`config.mk`:
```
export PLATFORM = sky130hd
export DESIGN_NAME = ahb_calc_master
export DESIGN_NICKNAME = d
export VERILOG_FILES = /design/src/rtl/ahb_calc_pkg.sv /design/src/rtl/ahb_calc_master_xfer.sv /design/src/rtl/ahb_calc_master.sv
export SDC_FILE = /design/constraint.sdc
export NUM_CORES = 1
export LEC_CHECK = 0
export ABC_AREA = 1
export BUFFER_PORTS_ARGS = -buffer_cell sky130_fd_sc_hd__buf_2
export CAP_MARGIN = 20
export CELL_PAD_IN_SITES_DETAIL_PLACEMENT = 1
export CELL_PAD_IN_SITES_GLOBAL_PLACEMENT = 2
export CORE_MARGIN = 2
export CORE_UTILIZATION = 26
export DETAILED_ROUTE_END_ITERATION = 16
export PLACE_DENSITY = 0.94
export SETUP_SLACK_MARGIN = 0.2
export SYNTH_ARGS = -nofsm -noshare
export SYNTH_HDL_FRONTEND = slang
export SYNTH_SLANG_ARGS = --single-unit
```
`constraint.sdc`:
```
create_clock -name hclk_i -period 4.3 [get_ports hclk_i]
set_clock_uncertainty 0.1 [all_clocks]
set_input_delay 0.86 -clock hclk_i [delete_from_list [all_inputs] [get_ports hclk_i]]
set_output_delay 0.86 -clock hclk_i [all_outputs]
set_load 0.05 [all_outputs]
```
`src/rtl/ahb_calc_pkg.sv`:
```
// ahb_calc_pkg: AHB encodings, calculator register map and FSM state codes
package ahb_calc_pkg;
  localparam logic [1:0] HTRANS_IDLE = 2'b00;
  localparam logic [1:0] HTRANS_NONSEQ = 2'b10;
  localparam logic [1:0] HRESP_OKAY = 2'b00;
  localparam logic [1:0] HRESP_ERROR = 2'b01;
  localparam logic [1:0] HRESP_RETRY = 2'b10;
  localparam logic [1:0] HRESP_SPLIT = 2'b11;
  localparam logic [2:0] HSIZE_WORD = 3'b010;
  localparam logic [2:0] HBURST_SINGLE = 3'b000;
  localparam logic [31:0] OFF_A = 32'h0;
  localparam logic [31:0] OFF_B = 32'h4;
  localparam logic [31:0] OFF_OPC = 32'h8;
  localparam logic [31:0] OFF_RES = 32'hC;
  localparam logic [1:0] ST_IDLE = 2'd0;
  localparam logic [1:0] ST_RUN = 2'd1;
  localparam logic [1:0] ST_RSP = 2'd2;
  localparam logic [1:0] PH_IDLE = 2'd0;
  localparam logic [1:0] PH_ADDR = 2'd1;
  localparam logic [1:0] PH_DATA = 2'd2;
  function automatic logic [31:0] reg_off(input logic [1:0] step);
    return step == 2'd0 ? OFF_A : step == 2'd1 ? OFF_B : step == 2'd2 ? OFF_OPC : OFF_RES;
  endfunction
endpackage

```
`src/rtl/ahb_calc_master_xfer.sv`:
```
// ahb_mst_xfer: one non-pipelined AHB single transfer with retry/split re-issue and response decode
module ahb_mst_xfer
  import ahb_calc_pkg::*;
#(
  parameter int MAX_RETRY = 4
) (
  input  logic        hclk,
  input  logic        hresetn,
  input  logic        start,
  input  logic [31:0] addr,
  input  logic        write,
  input  logic [31:0] wdata,
  output logic        done,
  output logic        err,
  output logic [1:0]  htrans,
  output logic [31:0] haddr,
  output logic        hwrite,
  output logic [31:0] hwdata,
  input  logic        hready,
  input  logic [1:0]  hresp
);
  localparam int RW = MAX_RETRY > 0 ? $clog2(MAX_RETRY + 1) : 1;
  logic [1:0] phase;
  logic [RW-1:0] retry;
  logic give_up;
  assign give_up = hresp == HRESP_ERROR ||
                   ((hresp == HRESP_RETRY || hresp == HRESP_SPLIT) && retry == RW'(MAX_RETRY));
  assign done = phase == PH_DATA && hready && (hresp == HRESP_OKAY || give_up);
  assign err = phase == PH_DATA && hready && give_up;
  assign htrans = phase == PH_ADDR ? HTRANS_NONSEQ : HTRANS_IDLE;
  assign haddr = addr;
  assign hwrite = phase == PH_ADDR && write;
  assign hwdata = phase == PH_DATA ? wdata : '0;
  always_ff @(posedge hclk) begin
    if (!hresetn) begin
      phase <= PH_IDLE;
      retry <= '0;
    end else if (phase == PH_ADDR) begin
      if (hready) phase <= PH_DATA;
    end else if (phase == PH_DATA && hready && !done) begin
      phase <= PH_ADDR;
      retry <= retry + 1'b1;
    end else if (phase == PH_IDLE || done) begin
      phase <= start ? PH_ADDR : PH_IDLE;
      retry <= '0;
    end
  end
endmodule

```
`src/rtl/ahb_calc_master.sv`:
```
// ahb_calc_master: runs write A, write B, write OPC, read RES on AHB for each accepted command
module ahb_calc_master
  import ahb_calc_pkg::*;
#(
  parameter logic [31:0] BASE_ADDR = 32'h0000_0000,
  parameter int          MAX_RETRY = 4
) (
  input  logic        hclk_i,
  input  logic        hresetn_i,
  input  logic        cmd_valid_i,
  output logic        cmd_ready_o,
  input  logic [1:0]  cmd_opcode_i,
  input  logic [15:0] cmd_a_i,
  input  logic [15:0] cmd_b_i,
  output logic        rsp_valid_o,
  input  logic        rsp_ready_i,
  output logic [31:0] rsp_data_o,
  output logic        rsp_err_o,
  output logic [31:0] haddr_o,
  output logic [1:0]  htrans_o,
  output logic        hwrite_o,
  output logic [2:0]  hsize_o,
  output logic [2:0]  hburst_o,
  output logic [31:0] hwdata_o,
  input  logic [31:0] hrdata_i,
  input  logic        hready_i,
  input  logic [1:0]  hresp_i
);
  logic [1:0] state, step, opcode;
  logic [15:0] a, b;
  logic start, done, err;
  logic [31:0] wdata;
  assign start = state == ST_IDLE ? cmd_valid_i : state == ST_RUN && done && !err && step != 2'd3;
  assign wdata = step == 2'd0 ? {16'h0, a} : step == 2'd1 ? {16'h0, b} :
                 step == 2'd2 ? {29'h0, 1'b1, opcode} : '0;
  assign cmd_ready_o = state == ST_IDLE;
  assign rsp_valid_o = state == ST_RSP;
  assign hsize_o = HSIZE_WORD;
  assign hburst_o = HBURST_SINGLE;
  ahb_mst_xfer #(.MAX_RETRY(MAX_RETRY)) u_xfer (
    .hclk(hclk_i),
    .hresetn(hresetn_i),
    .start(start),
    .addr(BASE_ADDR + reg_off(step)),
    .write(step != 2'd3),
    .wdata(wdata),
    .done(done),
    .err(err),
    .htrans(htrans_o),
    .haddr(haddr_o),
    .hwrite(hwrite_o),
    .hwdata(hwdata_o),
    .hready(hready_i),
    .hresp(hresp_i)
  );
  always_ff @(posedge hclk_i) begin
    if (!hresetn_i) begin
      state <= ST_IDLE;
      step <= '0;
      opcode <= '0;
      a <= '0;
      b <= '0;
      rsp_data_o <= '0;
      rsp_err_o <= 1'b0;
    end else if (state == ST_IDLE) begin
      if (cmd_valid_i) begin
        state <= ST_RUN;
        step <= '0;
        opcode <= cmd_opcode_i;
        a <= cmd_a_i;
        b <= cmd_b_i;
      end
    end else if (state == ST_RUN) begin
      if (done && (err || step == 2'd3)) begin
        state <= ST_RSP;
        rsp_err_o <= err;
        rsp_data_o <= err ? '0 : hrdata_i;
      end else if (done) begin
        step <= step + 1'b1;
      end
    end else if (rsp_ready_i) begin
      state <= ST_IDLE;
      step <= '0;
    end
  end
endmodule
```
==> impl_results.md, run 1 <==
* Met3 Track Usage GR at 0.0527
* Worst EP arrival at 2.36 ns
* Layout cells sized above 1 at 0.227
* Post-synth top area share at 0.394
* Die area at 0.0159 mm2
* PostCTS Resize Cnt at 0
* HP Class: reg2reg
* Cell mode on critical path: inv_1
* Max Fanout on Critical Path at 19
* I/O pins at 181
* Num rows at 44
* Inserted Diodes at 0
* CTS Buf Count at 9
* Final HPWL DP at 7980 um
* RSZ-0062 raised after global routing: no
* Setup Crit Path Kind: reg2out
* Fillers at 1,921
* Deepest clock path buffer count at 2
* CP startpoint kind: flop
* Max Freq at 301 MHz
* Clock-pin slew on the worst setup and hold paths at 0.06 ns
* Hold slack final at 0.367 ns
* DR WL/cell at 13.0 um
* Met1 usage at 0.177
* Synthesized area per cell at 6.89 um2
* Skew-Pair Late Insertion Delay at 0.34 ns
* DR vias at 3,670
* Slew @ Worst Pin at 0.899 ns
* Number of synthesized register bits at 76
* Hold Vio Cnt, Final at 0
* Synth area leader: dfxtp_1
* Final Net Count at 754
* CTS tree: yes
* Critical path endpoint category: output pin
* CP max stage cell: clkinv_1
* H-tree levels at 3
* Area grow syn2layout at 21.6%
* Vias per Instance at 4.25
* Pleak at 2.33 nW
* Final setup violation count at 0
* DRT Wirelength at 11,200 um
* Grt total ovfl at 0
* Max stage delay on crit path at 0.46 ns
* Slew HR at 0.400
* Cell Pwr Density at 407 mW/mm2
* Worst vdd ir at 204 uV
* Mapped Area at 0.00386 mm2
* Iteration-0 DRC Markers at 186
* GR Util All Layers at 0.144
* Outcome: complete, no violations
* Starting Density at 0.266
* Synth unique cells at 28
* Min Tclk post-route at 3.32 ns
* Placed Instance Area at 0.00440 mm2
* Drt first pass iters at 4
* Mapped Cells at 561
* First-pass GRT wire length at 18,100 um
* Critical path, cell by cell: inv_1 > ha_1 > buf_4 > clkinv_1 > nand3_1 > o211ai_1 > inv_1 > buf_2
* Post-Layout Inst Area at 0.00470 mm2
* Max cap viols at 0
* Largest net degree at the start of global routing at 55
* Root Buffer: clkbuf_16
* Busiest grt layer: met2
* Core Box Area at 0.0145 mm2
* DRT antenna net count at 0
* Top cells by area, synth: dfxtp_1, nor2_1, buf_4, o21ai_0, inv_1
* DRC viols at 0
* Fin. max-slew vios at 0
* Worst path required time at 3.34 ns
* TritonCTS Sinks at 76
* Initial antenna violation count at 0
* Placer Congestion at 0.793
* Final Power at 1.91 mW
* Hold Buf Count CTS at 0
* YS warnings at 0
* Fin util at 0.323
* Tcrit/Tclk final at 0.773
* Die width at 126 um
* Input/output buffers at 127
* Seq/Total Area, Yosys at 0.394
* Vias in the first global route at 3,606
* Die height at 126 um
* Post-route setup TNS at 0 ns
* Postcts setup bufs at 0
* Met2 global-route usage at 0.241
routing by layer:
| metal | vias up | wire, um | part of all wire |
|---|---|---|---|
| li1 | 1866 | - | - |
| met4 | 0 | 126 | 0.011 |
| met2 | 118 | 5280 | 0.47 |
| met5 | - | 0 | 0 |
| met3 | 8 | 876 | 0.078 |
| met1 | 1678 | 4910 | 0.44 |
layout by cell type (no fill, tap or decap), types with 2 or more instances in the layout:
master | netlist | layout
nor2_1 | 179 | 179
buf_2 | 6 | 127
dfxtp_1 | 76 | 76
o21ai_0 | 64 | 64
conb_1 | 2 | 53
inv_1 | 51 | 51
nand2_1 | 36 | 36
a21oi_1 | 21 | 21
nand3_1 | 18 | 18
clkbuf_16 | 0 | 9
o21ai_1 | 8 | 8
ha_1 | 7 | 7
buf_4 | 53 | 6
a31oi_1 | 3 | 3
clkinv_4 | 1 | 3
clkinv_1 | 2 | 2
nor2_2 | 2 | 2
nand4_1 | 2 | 2
clkinv_2 | 0 | 2
Yosys cell counts (all sizes together):
library cell / number
nand2: 36
nand4: 2
a22oi: 1
clkbuf: 16
a31oi: 3
a21oi: 21
ha: 7
dfxtp: 76
o21ai: 72
conb: 2
xor2: 1
nand3: 19
clkinv: 3
buf: 66
inv: 51
nor3: 1
o211ai: 2
nor2: 182
sequential cells by signal, indices dropped and copies added (netlist names):
signal and flops:
a 16, b 16, opcode 2, rsp_data_o 32
rsp_err_o 1, state 2, step 2, u_xfer.phase 2
u_xfer.retry 3
power by group:
part,internal (mW),leakage (nW),total (mW),switching (mW)
registers,0.743,0.621,0.768,0.0253
logic,0.0916,1.56,0.388,0.296
clock network,0.449,0.142,0.759,0.309
total,1.28,2.33,1.91,0.631
per-stage QoR:
step | std cells | setup slack, ns
after CTS | 863 | 0.976
final | 863 | 0.976
after detailed placement | 847 | 1.36
after global routing | 863 | 0.737
after global placement | 847 | 1.48
after floorplan | 612 | 1.27
critical path, delay by kind of cell, from the launching register on:
family	cells	cell delay (ns)
adder cells (fa/ha/maj)	1	0.16
flip-flops	1	0.36
AND/OR/NAND/NOR	1	0.25
buffers and inverters	5	1.13
AO/OA/AOI/OAI	1	0.11
final timing paths:
path | from | to | slack (ns) | depth (start not counted)
worst min register to register | rsp_err_o$_SDFFE_PN0P_ | rsp_err_o$_SDFFE_PN0P_ | 0.37 | 2
worst max register to register | step[0]$_SDFFE_PN0P_ | rsp_data_o[23]$_SDFFE_PN0P_ | 2.23 | 5
worst min-delay path | rsp_err_o$_SDFFE_PN0P_ | rsp_err_o$_SDFFE_PN0P_ | 0.37 | 2
worst max-delay path | step[0]$_SDFFE_PN0P_ | hwdata_o[2] | 0.98 | 8
cell type report:
type / count / area, um2 / area share
Clock inverter: 6 / 65.1 / 0.0138
Sequential cell: 76 / 1520 / 0.324
Timing Repair Buffer: 133 / 681 / 0.145
Inverter: 54 / 208 / 0.0442
Multi-Input combinational cell: 400 / 1760 / 0.375
Clock buffer: 10 / 229 / 0.0487
Tap cell: 184 / 230 / 0.0490
cell families (layout without fill, tap and decap cells):
kind of cell / after synthesis / count (layout) / share of synthesized area
fa+ha+maj: 7 / 7 / 0.0227
buf+inv: 136 / 203 / 0.201
xor+xnor: 1 / 1 / 0.00227
compound gates: 99 / 99 / 0.132
simple gates: 240 / 240 / 0.245
flops: 76 / 76 / 0.394
other cells: 2 / 53 / 0.00194
No activity file was read; power rests on OpenSTA's default activity.
==> inputs of run 2 (changes only) <==
CORE_UTILIZATION = 21   (was 26)
PLACE_DENSITY = 0.83   (was 0.94)
clock period = 2.97 ns   (was 4.3 ns; I/O delays follow)
==> run 2 against run 1 <==
Effect of this change: critical path depth down 2; design area is 2.8% higher; utilization fell by 5.5 points; largest power group is now the clock network; highest routed layer unchanged.
==> impl_results.md, run 2 (synthesis results as in run 1) <==
* Pleak at 2.37 nW
* HP Class: reg2reg
* Largest net degree at the start of global routing at 37
* Vias in the first global route at 3,575
* Starting Density at 0.214
* Final Net Count at 758
* Placed Instance Area at 0.00449 mm2
* Clock-pin slew on the worst setup and hold paths at 0.06 ns
* Max stage delay on crit path at 0.38 ns
* Critical path's top delay family: buffers and inverters
* Die height at 140 um
* Tcrit/Tclk final at 0.863
* Skew-Pair Late Insertion Delay at 0.34 ns
* CTS Buf Count at 9
* DR vias at 3,635
* Final HPWL DP at 8450 um
* Core Box Area at 0.0180 mm2
* H-tree levels at 3
* Fin. max-slew vios at 0
* Largest register FFs at 32
* Setup Crit Path Kind: reg2out
* DRC viols at 0
* Leading cell type in the layout, fill and taps excluded: nor2_1
* CTS tree: yes
* Grt total ovfl at 0
* Min Tclk post-route at 2.56 ns
* Outcome: complete, no violations
* Most frequent cells in the layout: nor2_1, buf_2, dfxtp_1
* Num rows at 49
* CP max stage cell: dfxtp_1
* Die width at 140 um
* Largest registers: rsp_data_o (32), a (16), b (16)
* Worst vdd ir at 260 uV
* CP startpoint kind: flop
* Fin util at 0.268
* DRT antenna net count at 0
* Max cap viols at 0
* Initial antenna violation count at 0
* Vias per Instance at 3.98
* CP Buf/Inv Count at 3
* Slew HR at 0.581
* RSZ-0062 raised after global routing: no
* DRT Wirelength at 11,600 um
* Critical path, cell by cell: inv_1 > ha_1 > clkinv_2 > o21ai_0 > a31oi_1 > buf_2
* Drt first pass iters at 4
* Max Fanout on Critical Path at 19
* Critical path endpoint category: output pin
* Iteration-0 DRC Markers at 117
* Root Buffer: clkbuf_16
* Final setup violation count at 0
* Post-Layout Inst Area at 0.00483 mm2
* TritonCTS Sinks at 76
* Top reg by flops: rsp_data_o
* DR WL/cell at 12.8 um
* Placer Congestion at 0.724
* Post-route setup TNS at 0 ns
* Hold Buf Count CTS at 0
* Slew @ Worst Pin at 0.625 ns
* I/O pins at 181
* First-pass GRT wire length at 18,300 um
* Cell Pwr Density at 607 mW/mm2
* GR Util All Layers at 0.119
* Layout cells sized above 1 at 0.234
* Hold Vio Cnt, Final at 0
* Max Freq at 390 MHz
* Die area at 0.0195 mm2
* Area grow syn2layout at 25.0%
* Deepest clock path buffer count at 2
* Worst path required time at 2.28 ns
* Input/output buffers at 127
* Worst EP arrival at 1.87 ns
-- run 2: worst paths after layout --
path / start / endpoint / slack (ns) / cells past startpoint
worst min-delay path: rsp_data_o[28]$_SDFFE_PN0P_ / rsp_data_o[28]$_SDFFE_PN0P_ / 0.38 / 2
worst min register to register: rsp_data_o[28]$_SDFFE_PN0P_ / rsp_data_o[28]$_SDFFE_PN0P_ / 0.38 / 2
worst max-delay path: step[0]$_SDFFE_PN0P_ / hwdata_o[0] / 0.41 / 6
worst max register to register: state[0]$_SDFFE_PN0P_ / a[5]$_SDFFE_PN0P_ / 1.12 / 6
-- run 2: what timing repair did --
action | 4_1_cts | 5_1_grt
endpoints found under the setup margin | 2 | 5
resized for setup | 2 | 1
setup buffers | 0 | 0
hold endpoints to repair | 0 | 0
-- run 2: worst min-delay path, stage by stage, from the launching register on --
cell	delay [ns]
dfxtp_1	0.32
nor2_1	0.04
nor2_1	0.08
-- run 2: where the power goes --
part | internal [mW] | switching, mW | total (mW)
sequential | 1.08 | 0.0356 | 1.11
combinational | 0.137 | 0.434 | 0.572
clock | 0.818 | 0.430 | 1.25
-- run 2: routing by layer --
layer	part of all wire	wire, um	GRT usage	vias to the layer above
met3	0.077	892	0.0451	9
li1	-	-	-	1866
met5	0	0	0	-
met1	0.47	5500	0.146	1651
met4	0.014	160	0.0395	0
met2	0.44	5090	0.192	109
-- run 2: area by class of cell --
class | instances | area (um2)
Tap cell | 229 | 287
Multi-Input combinational cell | 400 | 1770
Fill cell | 2329 | 13200
Antenna cell | 1 | 2.50
Clock buffer | 11 | 233
Clock inverter | 5 | 100
Sequential cell | 76 | 1520
Inverter | 54 | 209
Timing Repair Buffer | 137 | 711
-- run 2: metrics by stage --
stage	hold WS (ns)	std cells	total power [mW]	setup WS, ns
floorplan	0.350	612	1.61	0.210
global placement	0.357	896	1.70	0.580
detailed placement	0.366	896	1.70	0.530
CTS	0.380	912	2.98	0.364
global route	0.407	912	3.09	0.215
finish	0.376	913	2.93	0.408
==> inputs of run 3 (changes only) <==
CORE_UTILIZATION = 22   (was 21)
HOLD_SLACK_MARGIN = 0.03   (was not set)
PLACE_DENSITY = 0.85   (was 0.83)
SYNTH_HIERARCHICAL = 1   (was not set)
==> run 3 against run 2 <==
Effect of this change: design area increased by 3.9%; global-route usage grew 0.90 points; largest power group unchanged; combinational power down 4.9%; critical path depth rose by 3; flip-flop and latch count unchanged; wire length rose by 2.3%.
==> impl_results.md, run 3 <==
* DRT Wirelength at 11,900 um
* Hold Vio Cnt, Final at 0
* Setup Crit Path Kind: reg2out
* Input/output buffers at 127
* Fin. max-slew vios at 0
* CTS tree: yes
* Number of synthesized register bits at 76
* Placer Congestion at 0.737
* Min Tclk post-route at 2.57 ns
* Initial antenna violation count at 1
* Mapped Area at 0.00397 mm2
* Die height at 138 um
* Async set-or-reset flop fraction in the synthesized netlist at 0
* Synthesized area per cell at 6.90 um2
* Cell Pwr Density at 568 mW/mm2
* Root Buffer: clkbuf_16
* Worst vdd ir at 298 uV
* Min setup slack post-route at 0.402 ns
* RSZ-0062 raised after global routing: no
* Clock-pin slew on the worst setup and hold paths at 0.07 ns
* Pleak at 2.38 nW
* Mapped Cells at 575
* Leading cell type in the layout, fill and taps excluded: nor2_1
* DR WL/cell at 12.8 um
* Max cap viols at 0
* Top reg by flops: rsp_data_o
* H-tree levels at 3
* Final Net Count at 778
* Final Power at 2.85 mW
* DRC viols at 0
* Placed Instance Area at 0.00464 mm2
* Vias in the first global route at 3,750
* CP max stage cell: dfxtp_2
* I/O pins at 181
* Count leader, synth: nor2_1
* Post-synth EDFFs at 0
* YS warnings at 6
* Seq/Total Area, Yosys at 0.384
* DRT antenna net count at 0
* Vias per Instance at 4.08
* CP startpoint kind: flop
* Top cells by count, synth: nor2_1, nand2_1, dfxtp_1, inv_1, a21oi_1
* Num rows at 49
* Most frequent cells in the layout: nor2_1, buf_2, nand2_1
* Die area at 0.0191 mm2
* Flip-flop and latch area at 0.00152 mm2
* Inserted Diodes at 0
* Slew HR at 0.359
* Synth area leader: dfxtp_1
* Grt total ovfl at 0
* Post-Layout Inst Area at 0.00502 mm2
* Drt first pass iters at 4
* Max stage delay on crit path at 0.38 ns
* Largest registers: rsp_data_o (32), a (16), b (16)
* HP Class: reg2reg
* Worst path required time at 2.28 ns
* Pre-CTS setup slack at 0.393 ns
* Final HPWL DP at 8310 um
* DR vias at 3,798
* Core Box Area at 0.0178 mm2
* Tcrit/Tclk final at 0.865
* Worst EP arrival at 1.87 ns
* GR Util All Layers at 0.128
* Area grow syn2layout at 26.6%
* Skew-Pair Late Insertion Delay at 0.35 ns
* CTS Buf Count at 9
* Critical path endpoint category: output pin
* Deepest clock path buffer count at 2
* Layout cells sized above 1 at 0.238
* Final setup violation count at 0
* Top cells by area, synth: dfxtp_1, nor2_1, nand2_1, buf_4, a21oi_1
* Iteration-0 DRC Markers at 128
* First-pass GRT wire length at 19,600 um
* Area of the multi-input gates at 0.00194 mm2
* Die width at 138 um
* Post-route setup TNS at 0 ns
* Slew @ Worst Pin at 0.956 ns
* Critical path, cell by cell: inv_1 > ha_2 > inv_2 > buf_6 > nor2_1 > a21oi_1 > inv_1 > nor2_1 > buf_6
* Synth unique cells at 31
* Max Freq at 389 MHz
* Fillers at 2,271
* Max Fanout on Critical Path at 12
* Largest register FFs at 32
* Outcome: complete, no violations
* Largest net degree at the start of global routing at 39
* TritonCTS Sinks at 76
* Post-synth top area share at 0.384
* Main synth FF type: dfxtp_1
* Starting Density at 0.222
* Hold Buf Count CTS at 0
==> run 3: kinds of logic after synthesis <==
kind of cell / count (synthesis) / share of synthesized area
XOR/XNOR: 1 / 0.00221
AO/OA/AOI/OAI: 85 / 0.110
adder cells (fa/ha/maj): 7 / 0.0221
AND/OR/NAND/NOR: 276 / 0.302
other: 3 / 0.00284
flip-flops: 76 / 0.384
buffers and inverters: 127 / 0.177
==> run 3: final timing paths <==
kind / slack (ns) / end / startpoint / depth (start not counted)
worst max register to register: 0.77 / rsp_data_o[17]$_SDFFE_PN0P_ / u_xfer/retry[0]$_SDFFE_PN0P_ / 11
worst max-delay path: 0.40 / hwdata_o[2] / step[0]$_SDFFE_PN0P_ / 9
worst min-delay path: 0.36 / rsp_data_o[11]$_SDFFE_PN0P_ / rsp_data_o[11]$_SDFFE_PN0P_ / 2
worst min register to register: 0.36 / rsp_data_o[11]$_SDFFE_PN0P_ / rsp_data_o[11]$_SDFFE_PN0P_ / 2
==> run 3: cell type report <==
cell class                      instances  area share
Tap cell                              229      0.0571
Multi-Input combinational cell        422       0.387
Inverter                               54      0.0409
Timing Repair Buffer                  135       0.146
Sequential cell                        76       0.304
Clock inverter                          7      0.0197
Clock buffer                            9      0.0449
==> run 3: routing by layer <==
layer / vias up / GRT usage / part of all wire
met5: - / 0 / 0
met4: 0 / 0.0435 / 0.014
met3: 13 / 0.0561 / 0.10
met2: 135 / 0.201 / 0.43
met1: 1694 / 0.157 / 0.45
li1: 1956 / - / -
==> run 3: metrics by stage <==
| stage | hold WS, ns | utilization | instances |
|---|---|---|---|
| 5_1_grt | 0.376 | 0.281 | 932 |
| 3_3_place_gp | 0.347 | 0.260 | 916 |
| 4_1_cts | 0.362 | 0.280 | 932 |
| 2_1_floorplan | 0.354 | - | 625 |
| 3_5_place_dp | 0.353 | 0.260 | 916 |
| 6_report | 0.361 | 0.281 | 932 |
==> run 3: critical path, delay by kind of cell, from the launching register on <==
kind,cells,cell delay [ns]
flip-flops,1,0.38
AO/OA/AOI/OAI,1,0.12
buffers and inverters,5,0.60
AND/OR/NAND/NOR,2,0.19
adder cells (fa/ha/maj),1,0.22
==> run 3: what timing repair did <==
item / 4_1_cts / 5_1_grt
endpoints found under the setup margin: 16 / 12
setup buffers: 0 / 0
gates resized for setup: 10 / 11
==> run 3: power by group <==
group          switching, mW  total [mW]  internal [mW]
Combinational          0.401       0.544          0.143
Sequential            0.0275        1.10           1.07
Clock                  0.472        1.21          0.740
